### src/rtl/pkg_en.sv
// pkg_en: shared ElectronNest token types, bus widths and external-memory bridge FSM states.
package pkg_en;
  localparam int WIDTH_DATA = 16;
  localparam int WIDTH_EXADDR = 8;
  typedef struct packed {
    logic v;
    logic a;
    logic r;
    logic c;
    logic [WIDTH_EXADDR-1:0] i;
    logic [WIDTH_DATA-1:0] d;
  } FTk_t;
  typedef struct packed {
    logic n;
    logic t;
    logic v;
    logic c;
  } BTk_t;
  typedef enum logic [1:0] {IDLE, BOOT, SERVE, HOLD} ext_mem_state_t;
endpackage

### src/rtl/ext_mem_ld_queue.sv
// ext_mem_ld_queue: in-order load return path with a one-entry pending request and a one-entry skid.
// EXTEND_MEM_EN adds an address tag travelling alongside each returned word.
module ext_mem_ld_queue
  import pkg_en::*;
(
  input  logic                    clock,
  input  logic                    reset,
  input  logic                    active,
  input  logic                    port_free,
  input  logic                    ld_req,
  input  logic [WIDTH_EXADDR-1:0] ld_addr,
  input  logic                    bt_n,
  input  logic [WIDTH_DATA-1:0]   rdata,
  output logic                    rd_en,
  output logic [WIDTH_EXADDR-1:0] rd_addr,
  output logic                    stall,
  output logic                    pend_v,
  output FTk_t                    tok
);
  logic pend_v_q, pend_v_d, rv_q, skid_v_q, skid_v_d, out_v_q, out_v_d;
  logic [WIDTH_EXADDR-1:0] pend_a_q, pend_a_d, out_i;
  logic [WIDTH_DATA-1:0] skid_d_q, skid_d_d, out_d_q, out_d_d;
  assign stall = out_v_q & bt_n;
  // a read may only be issued if its data is guaranteed a place to land next cycle
  assign rd_en = port_free & ~stall & (~skid_v_q | ~rv_q) & (pend_v_q | ld_req);
  assign rd_addr = pend_v_q ? pend_a_q : ld_addr;
  assign pend_v = pend_v_q;
  always_comb begin
    pend_v_d = pend_v_q & ~rd_en;
    pend_a_d = pend_a_q;
    if (active & ld_req & (pend_v_q | ~rd_en)) begin
      pend_v_d = 1'b1;
      pend_a_d = ld_addr;
    end
    out_v_d = stall ? out_v_q : (skid_v_q | rv_q);
    out_d_d = stall ? out_d_q : (skid_v_q ? skid_d_q : rdata);
    skid_v_d = stall ? (skid_v_q | rv_q) : (skid_v_q & rv_q);
    skid_d_d = (stall & ~rv_q) ? skid_d_q : rdata;
  end
  always_ff @(posedge clock or posedge reset) begin
    if (reset) begin
      pend_v_q <= 1'b0;
      pend_a_q <= '0;
      rv_q <= 1'b0;
      skid_v_q <= 1'b0;
      skid_d_q <= '0;
      out_v_q <= 1'b0;
      out_d_q <= '0;
    end else begin
      pend_v_q <= pend_v_d;
      pend_a_q <= pend_a_d;
      rv_q <= rd_en;
      skid_v_q <= skid_v_d;
      skid_d_q <= skid_d_d;
      out_v_q <= out_v_d;
      out_d_q <= out_d_d;
    end
  end
`ifdef EXTEND_MEM_EN
  logic [WIDTH_EXADDR-1:0] ra_q, skid_i_q, skid_i_d, out_i_q, out_i_d;
  always_comb begin
    out_i_d = stall ? out_i_q : (skid_v_q ? skid_i_q : ra_q);
    skid_i_d = (stall & ~rv_q) ? skid_i_q : ra_q;
  end
  always_ff @(posedge clock or posedge reset) begin
    if (reset) begin
      ra_q <= '0;
      skid_i_q <= '0;
      out_i_q <= '0;
    end else begin
      ra_q <= rd_addr;
      skid_i_q <= skid_i_d;
      out_i_q <= out_i_d;
    end
  end
  assign out_i = out_i_q;
`else
  assign out_i = '0;
`endif
  assign tok = '{v: out_v_q, a: 1'b0, r: 1'b0, c: 1'b0, i: out_i, d: out_d_q};
endmodule

### src/rtl/ext_mem_bridge.sv
// ext_mem_bridge: boots ElectronNest from BRAM, then serves in-order loads and stores on one BRAM port.
// EXTEND_MEM_EN tags every returned token with its source address in O_Ld_FTk.i.
module ext_mem_bridge
  import pkg_en::*;
#(
  parameter int DEPTH_BOOT = 5,
  parameter int NUM_BOOT_PAD = 3
) (
  input  logic                    clock,
  input  logic                    reset,
  input  logic                    I_Boot,
  input  logic                    I_Ld_Req,
  input  logic [WIDTH_EXADDR-1:0] I_Ld_Addr,
  output FTk_t                    O_Ld_FTk,
  input  BTk_t                    I_Ld_BTk,
  input  logic                    I_St_Req,
  input  logic [WIDTH_EXADDR-1:0] I_St_Addr,
  input  FTk_t                    I_St_FTk,
  output BTk_t                    O_St_BTk,
  output logic                    O_Mem_En,
  output logic                    O_Mem_We,
  output logic [WIDTH_EXADDR-1:0] O_Mem_Addr,
  output logic [WIDTH_DATA-1:0]   O_Mem_WData,
  input  logic [WIDTH_DATA-1:0]   I_Mem_RData,
  output logic                    O_Busy
);
  localparam int TOT = NUM_BOOT_PAD + DEPTH_BOOT;
  localparam int CW = $clog2(TOT + 1);
  ext_mem_state_t state_q, state_d;
  logic [CW-1:0] cnt_q, cnt_d, nxt;
  logic st_n, st_ok, active, stall, pend_v, rd_en, boot_rd, in_pad, unused_ok;
  logic [WIDTH_EXADDR-1:0] rd_addr, boot_addr, boot_i;
  FTk_t q_tok;
  assign st_n = (state_q == IDLE) | (state_q == BOOT);
  assign active = ~st_n;
  assign st_ok = I_St_Req & I_St_FTk.v & ~st_n;
  // boot words are fetched one cycle ahead so the BRAM output feeds the token directly
  assign nxt = (state_q == IDLE) ? '0 : cnt_q + 1'b1;
  assign boot_rd = ~reset & (((state_q == IDLE) & I_Boot) | (state_q == BOOT))
                 & (nxt >= CW'(NUM_BOOT_PAD)) & (nxt < CW'(TOT));
  assign boot_addr = WIDTH_EXADDR'(nxt - CW'(NUM_BOOT_PAD));
  assign in_pad = cnt_q < CW'(NUM_BOOT_PAD);
  always_comb begin
    state_d = state_q;
    cnt_d = cnt_q;
    case (state_q)
      IDLE: if (I_Boot) begin
        state_d = BOOT;
        cnt_d = '0;
      end
      BOOT: begin
        cnt_d = cnt_q + 1'b1;
        state_d = (cnt_q == CW'(TOT - 1)) ? SERVE : BOOT;
      end
      default: state_d = stall ? HOLD : SERVE;
    endcase
  end
  always_ff @(posedge clock or posedge reset) begin
    if (reset) begin
      state_q <= IDLE;
      cnt_q <= '0;
    end else begin
      state_q <= state_d;
      cnt_q <= cnt_d;
    end
  end
  ext_mem_ld_queue u_q (
    .clock    (clock),
    .reset    (reset),
    .active   (active),
    .port_free(active & ~st_ok),
    .ld_req   (I_Ld_Req),
    .ld_addr  (I_Ld_Addr),
    .bt_n     (I_Ld_BTk.n),
    .rdata    (I_Mem_RData),
    .rd_en    (rd_en),
    .rd_addr  (rd_addr),
    .stall    (stall),
    .pend_v   (pend_v),
    .tok      (q_tok)
  );
  assign O_Mem_En = st_ok | rd_en | boot_rd;
  assign O_Mem_We = st_ok;
  assign O_Mem_Addr = st_ok ? I_St_Addr : boot_rd ? boot_addr : rd_en ? rd_addr : '0;
  assign O_Mem_WData = st_ok ? I_St_FTk.d : '0;
`ifdef EXTEND_MEM_EN
  assign boot_i = in_pad ? '0 : WIDTH_EXADDR'(cnt_q - CW'(NUM_BOOT_PAD));
`else
  assign boot_i = '0;
`endif
  assign O_Ld_FTk = (state_q == BOOT)
    ? FTk_t'{v: 1'b1, a: (cnt_q == '0), r: 1'b0, c: 1'b0, i: boot_i, d: in_pad ? '0 : I_Mem_RData}
    : q_tok;
  assign O_St_BTk = '{n: st_n, t: 1'b0, v: 1'b0, c: 1'b0};
  assign O_Busy = (state_q == BOOT) | (state_q == HOLD) | pend_v;
  assign unused_ok = ^{I_Ld_BTk.t, I_Ld_BTk.v, I_Ld_BTk.c, I_St_FTk.a, I_St_FTk.r, I_St_FTk.c, I_St_FTk.i};
endmodule

### config.mk
export PLATFORM = sky130hd
export DESIGN_NAME = ext_mem_bridge
export DESIGN_NICKNAME = d
export VERILOG_FILES = /design/src/rtl/pkg_en.sv /design/src/rtl/ext_mem_ld_queue.sv /design/src/rtl/ext_mem_bridge.sv
export SDC_FILE = /design/constraint.sdc
export NUM_CORES = 1
export LEC_CHECK = 0
export ABC_AREA = 1
export CAP_MARGIN = 10
export CORE_MARGIN = 2
export CORE_UTILIZATION = 39
export CTS_BUF_LIST = sky130_fd_sc_hd__clkbuf_8
export CTS_CLUSTER_SIZE = 10
export DETAILED_ROUTE_END_ITERATION = 10
export GPL_TIMING_DRIVEN = 0
export HOLD_SLACK_MARGIN = 0.12
export PLACE_DENSITY = 0.74
export SYNTH_ARGS = -nofsm -noshare
export SYNTH_HDL_FRONTEND = slang
export SYNTH_SLANG_ARGS = --single-unit
export TNS_END_PERCENT = 10
### constraint.sdc
create_clock -name clock -period 3.1 [get_ports clock]
set_input_delay 0.465 -clock clock [delete_from_list [all_inputs] [get_ports clock]]
set_output_delay 0.465 -clock clock [all_outputs]
set_load 0.02 [all_outputs]
==> results of run 1 <==
==> repair_timing <==
item,in CTS,in global routing
gates cloned,0,0
endpoints found under the setup margin,5,5
resized for setup,1,9
hold buffers,0,0
==> Yosys cell counts <==
master,number
dfrtp_1,50
nand4_1,2
nor3_2,1
inv_2,2
clkbuf_1,8
nor2_1,35
or2_1,1
nand3_1,29
nand3_2,1
o21ai_0,51
o22ai_1,2
conb_1,1
a21oi_1,11
buf_2,9
ha_1,3
buf_1,1
nor2_2,1
nand2_1,82
o21ai_2,8
o21ai_1,6
a21oi_2,1
or2_2,3
nor3_1,1
buf_6,2
buf_4,15
o211ai_1,10
nand2_2,1
inv_1,73
==> power by group <==
part	internal (mW)	switching [mW]
combinational	0.809	1.15
clock	0.180	0.219
sequential	0.869	0.121
total	1.86	1.49
==> final timing paths <==
| kind | end | from | cells after the start |
|---|---|---|---|
| max | O_Mem_Addr[2] | reset | 8 |
| min | u_q.pend_a_q[3] | u_q.pend_a_q[3] | 2 |
| max reg2reg | u_q.pend_v | u_q.out_v_q | 7 |
| min reg2reg | u_q.pend_a_q[3] | u_q.pend_a_q[3] | 2 |
| max in group asynchronous | cnt_q[0] | reset | 3 |
| min in group asynchronous | u_q.out_d_q[10] | reset | 2 |
==> final cells by class <==
type / instances / area (um^2) / area share (%)
clock inverters: 2 / 12.5 / 0.293
flip-flops and latches: 50 / 1250 / 29.3
plain buffers: 35 / 214 / 5.00
multi-input cells: 262 / 1250 / 29.3
well taps: 99 / 124 / 2.90
repair buffers: 101 / 1030 / 24.1
clock buffers: 6 / 82.6 / 1.93
inverters: 75 / 308 / 7.20
==> sequential cells by signal, indices dropped and copies added, names as in the netlist <==
register / flops
u_q.skid_d_q: 16
u_q.out_d_q: 16
u_q.out_v_q: 1
u_q.rv_q: 1
u_q.pend_v: 1
u_q.skid_v_q: 1
state_q: 2
cnt_q: 4
u_q.pend_a_q: 8
==> logic make-up (layout without fill, tap and decap cells) <==
family,Yosys count,after routing,synth area share (%)
AOI/OAI and AO/OA,89,89,17.2
DFF,50,50,42.4
buffers and inverters,110,219,16.8
other,1,13,0.127
adders and majority gates,3,3,1.27
and+or+nand+nor,157,157,22.3
==> stage by stage <==
step / setup TNS (ps) / worst slack (ps) / hold slack [ps] / total power [mW]
6_report: 0 / 213 / 495 / 3.34
5_1_grt: 0 / 62.6 / 513 / 3.62
4_1_cts: 0 / 10.8 / 496 / 3.37
3_5_place_dp: -532 / -136 / 473 / 2.96
3_3_place_gp: -5380 / -1110 / 465 / 2.91
2_1_floorplan: 0 / 394 / 455 / 2.17
==> layer usage <==
| layer | GRT usage [%] | wire, um |
|---|---|---|
| met5 | 0 | 0 |
| met1 | 25.0 | 3470 |
| met3 | 3.98 | 421 |
| met4 | 3.28 | 21 |
| met2 | 33.0 | 3800 |
==> worst min-delay path, delay by kind of cell, from the launching register on <==
family	cells	cell delay [ps]
AOI/OAI and AO/OA	1	50
DFF	1	360
and+or+nand+nor	1	60
==> results.yml, run 1 <==
outcome:
  status: "complete, no violations"
floorplan:
  fp.dieArea_um2: 8290
  die_h_um: 91.0
  num_rows: 31
  ios: 128
  start_util_pct: 40.5
  die_x_um: 91.0
  core_um2: 7290
placement:
  place_congestion: 0.811
  placed_area_um2: 4140
  post-dp-hpwl_um: 5870
  dp_cells: 622
  io_buffers: 100
timing:
  finalCriticalPeriod_ps: 2890
  finClkSkew_ps: 12.8
  hold_violations: 0
  slew_viol_final: 0
  fmax_mhz: 346
  period_share_pct: 93.1
  setup_violations: 0
  rsz0062_at_grt: "false"
power_and_ir_drop:
  p_leak_nw: 2.14
  ir_worst_vdd_mv: 0.410
  power_density_nw_per_um2: 782
synthesis:
  synth_area_leaders: "dfrtp_1, nand2_1, inv_1"
  synth_cells: 410
  yosys_warnings: 0
  ys_types: 28
  synth_top_area_cell: "dfrtp_1"
  synthesis.area_um2: 2950
  syn-mean-instance-area_um2: 7.21
  seq_area_frac_synth_pct: 42.4
  synth_seq_cells: 50
  synth_top_area_share_pct: 42.4
cells_and_area:
  instances_no_fill: 630
  final_common_cell: "clkdlybuf4s50_1"
  fill_cells: 673
  layout_common_cells: "clkdlybuf4s50_1, nand2_1, inv_1"
  nNetsFinal: 602
  stdcell_area_um2: 4280
  area_growth_pct: 44.8
  final_layout_size_suffix_gt1_share_pct: 10.4
  postLayoutCoreUtil_pct: 58.6
  diodes: 0
setup_path:
  path_cells: "clkdlybuf4s50_1, bufinv_16, buf_12, nand3_1, inv_1, nand4_1, nand3_1, clkdlybuf4s50_1"
  worst_path_largest_cell_delay_ps: 610
  rrSetupSlack_ps: 1670
  cp-start-kind: "primary input"
  cp_top_family: "buffers and inverters"
  worstSetupPathType: "in2out"
  required_ps: 2630
  cp-end-kind: "output port"
  cp_max_fo: 26
  critical_path_arrival_ps: 2420
  crit_buf_inv: 5
  critical_path.slowest_cell: "clkdlybuf4s50_1"
route:
  route.detailed.drc: 0
  vias_per_cell: 4.68
  drtPass1Iterations: 4
  final_antenna_net_count: 0
  wl_per_cell_um: 12.2
  wirelength_um: 7710
  vias: 2950
  initialDrtViolationCount: 144
grt:
  grt_max_degree: 27
  gr-total-overflow: 0
  grt_antenna_before_repair: 0
  track_usage_pct: 19.1
  grt_pass1_wl_um: 13300
  grt_pass1_vias: 2944
clock_tree:
  cts_made_buffers: 5
  htreeDepth: 2
  clkSinkCount: 50
  post_cts_buffers: 0
  cts.clk_slew.worst_paths_ps: 90
  cts_tree: "yes"
  cts.path.max_buffers: 2
  cts-root-buf: "clkbuf_8"
  clkLatencyLatePin_ps: 300
flow_run:
  drv_cap: 0
min_path:
  min_path_type: "reg2reg"
(Power assumes the default switching activity.)
==> inputs of run 2 (changes only) <==
Settings changed: CAP_MARGIN 10 to 20.
==> results of run 2 <==
The final DEF is identical to that of run 1; final timing and power are the same.
==> inputs of run 3 (changes only) <==
Clock period 3.1 ns to 3.67 ns, I/O delays scaled along.
==> run 3 against run 2 <==
Non-clock buffer count did not move. Largest cell class is now multi-input gates. Power fell by 16%. Sequential power fell by 16%. First-iteration DRC count fell by 23%. Critical endpoint is now O_Mem_Addr[0]. Routed wire length fell by 0.23%. Setup slack improved by 91 ps. Global-route usage did not move.
==> results.yml, run 3 (same netlist as run 1, synthesis figures left out) <==
setup_path:
  critical_path_arrival_ps: 2820
  worst_path_largest_cell_delay_ps: 600
  rrSetupSlack_ps: 2240
  cp_max_fo: 26
  cp-end-kind: "output port"
  rr_startpoint: "u_q.out_v_q"
  r2r-end: "u_q.pend_v"
  required_ps: 3120
  critical_path.slowest_cell: "clkdlybuf4s50_1"
  path_cells: "clkdlybuf4s50_1, inv_2, buf_12, nand3_1, a21oi_2, nand3_1, nand3_1, clkdlybuf4s50_1"
  worstSetupPathType: "in2out"
  cp-start-kind: "primary input"
  crit_path_frequent_cell: "nand3_1"
  rr_worst_depth: 7
placement:
  io_buffers: 100
  placed_area_um2: 4140
  place_congestion: 0.811
  post-dp-hpwl_um: 5870
clock_tree:
  cts.path.max_buffers: 2
  htreeDepth: 2
  cts_tree: "yes"
  post_cts_buffers: 0
  cts_made_buffers: 5
  cts.clk_slew.worst_paths_ps: 90
  ctsResizeCount: 0
  clkSinkCount: 50
  clkLatencyLatePin_ps: 300
  cts-root-buf: "clkbuf_8"
  ctsHoldBuffers: 0
route:
  wl_per_cell_um: 12.2
  vias_per_cell: 4.64
  route.detailed.drc: 0
  final_antenna_net_count: 0
  initialDrtViolationCount: 111
  wirelength_um: 7690
  vias: 2926
  drtPass1Iterations: 4
grt:
  grt_antenna_before_repair: 0
  grt_pass1_vias: 2944
  grt_max_degree: 27
  track_usage_pct: 19.1
  grt_pass1_wl_um: 13300
  gr-total-overflow: 0
cells_and_area:
  layout_common_cells: "clkdlybuf4s50_1, nand2_1, inv_1"
  largest_registers: "u_q.out_d_q: 16 flops, u_q.skid_d_q: 16 flops, u_q.pend_a_q: 8 flops"
  nNetsFinal: 602
  multiInputGateArea_um2: 1250
  final_layout_size_suffix_gt1_share_pct: 10.2
  stdcell_area_um2: 4240
  regArea_um2: 1250
  fill_cells: 681
  diodes: 0
  postLayoutCoreUtil_pct: 58.1
  area_growth_pct: 43.5
  final_common_cell: "clkdlybuf4s50_1"
floorplan:
  fp.dieArea_um2: 8290
  num_rows: 31
  die_h_um: 91.0
  start_util_pct: 40.5
  core_um2: 7290
  ios: 128
  die_x_um: 91.0
min_path:
  hp-start: "u_q.pend_a_q[3]"
  min_path_cells: 2
  hold_end: "u_q.pend_a_q[3]"
  min_path_type: "reg2reg"
timing:
  rsz0062_at_grt: "false"
  finClkSkew_ps: 11.9
  period_share_pct: 91.7
  fmax_mhz: 297
  worst_slew_pin_slew_ps: 573
  setup_tns_ps: 0
  finalCriticalPeriod_ps: 3370
  hold_slack_ps: 495
  slew_viol_final: 0
  setup_violations: 0
  hold_violations: 0
  relSlewSlack_pct: 61.8
flow_run:
  drv_cap: 0
power_and_ir_drop:
  power_density_nw_per_um2: 666
  p_leak_nw: 2.07
  ir_worst_vdd_mv: 0.346
  finalPower_mw: 2.82
outcome:
  status: "complete, no violations"
-- run 3: worst max path at each step --
stage,from,depth (start not counted),end,slack (ps)
detailed placement,reset,8,O_Mem_Addr[0],260
CTS,reset,8,O_Mem_Addr[0],240
global placement,reset,7,O_Mem_Addr[0],-720
global route,reset,8,O_Mem_Addr[1],90
finish,reset,8,O_Mem_Addr[0],300
floorplan,reset,5,O_Mem_Addr[0],790
-- run 3: layout make-up --
type | count | area share (%)
Sequential cell | 50 | 29.5
Tap cell | 99 | 2.92
Timing Repair Buffer | 101 | 24.1
Multi-Input combinational cell | 262 | 29.5
Clock buffer | 6 | 1.95
Inverter | 75 | 6.64
Buffer | 35 | 5.05
Clock inverter | 2 | 0.295
-- run 3: through the flow --
stage	setup WS (ps)	std cells
after floorplan	793	422
after global placement	-715	621
after detailed placement	263	622
after CTS	243	630
after global routing	90.4	630
final	304	630
-- run 3: layer usage --
metal / wire (um) / vias to the layer above / part of all wire [%] / GRT usage (%)
met2: 3800 / 89 / 49 / 33.0
met4: 14 / 0 / 0.18 / 3.28
met3: 416 / 2 / 5.4 / 3.98
met1: 3460 / 1342 / 45 / 25.0
met5: 0 / - / 0 / 0
li1: - / 1493 / - / -
-- run 3: worst max-delay path: cells and delay by family --
kind / cells / cell delay (ps)
buf+inv: 4 / 1700
simple gates: 3 / 350
compound gates: 1 / 190
-- run 3: power by group --
part / switching [mW] / internal [mW] / leakage [nW] / total, mW
combinational: 0.970 / 0.684 / 1.42 / 1.65
clock: 0.186 / 0.152 / 0.0472 / 0.338
sequential: 0.101 / 0.733 / 0.602 / 0.834
total: 1.26 / 1.57 / 2.07 / 2.82
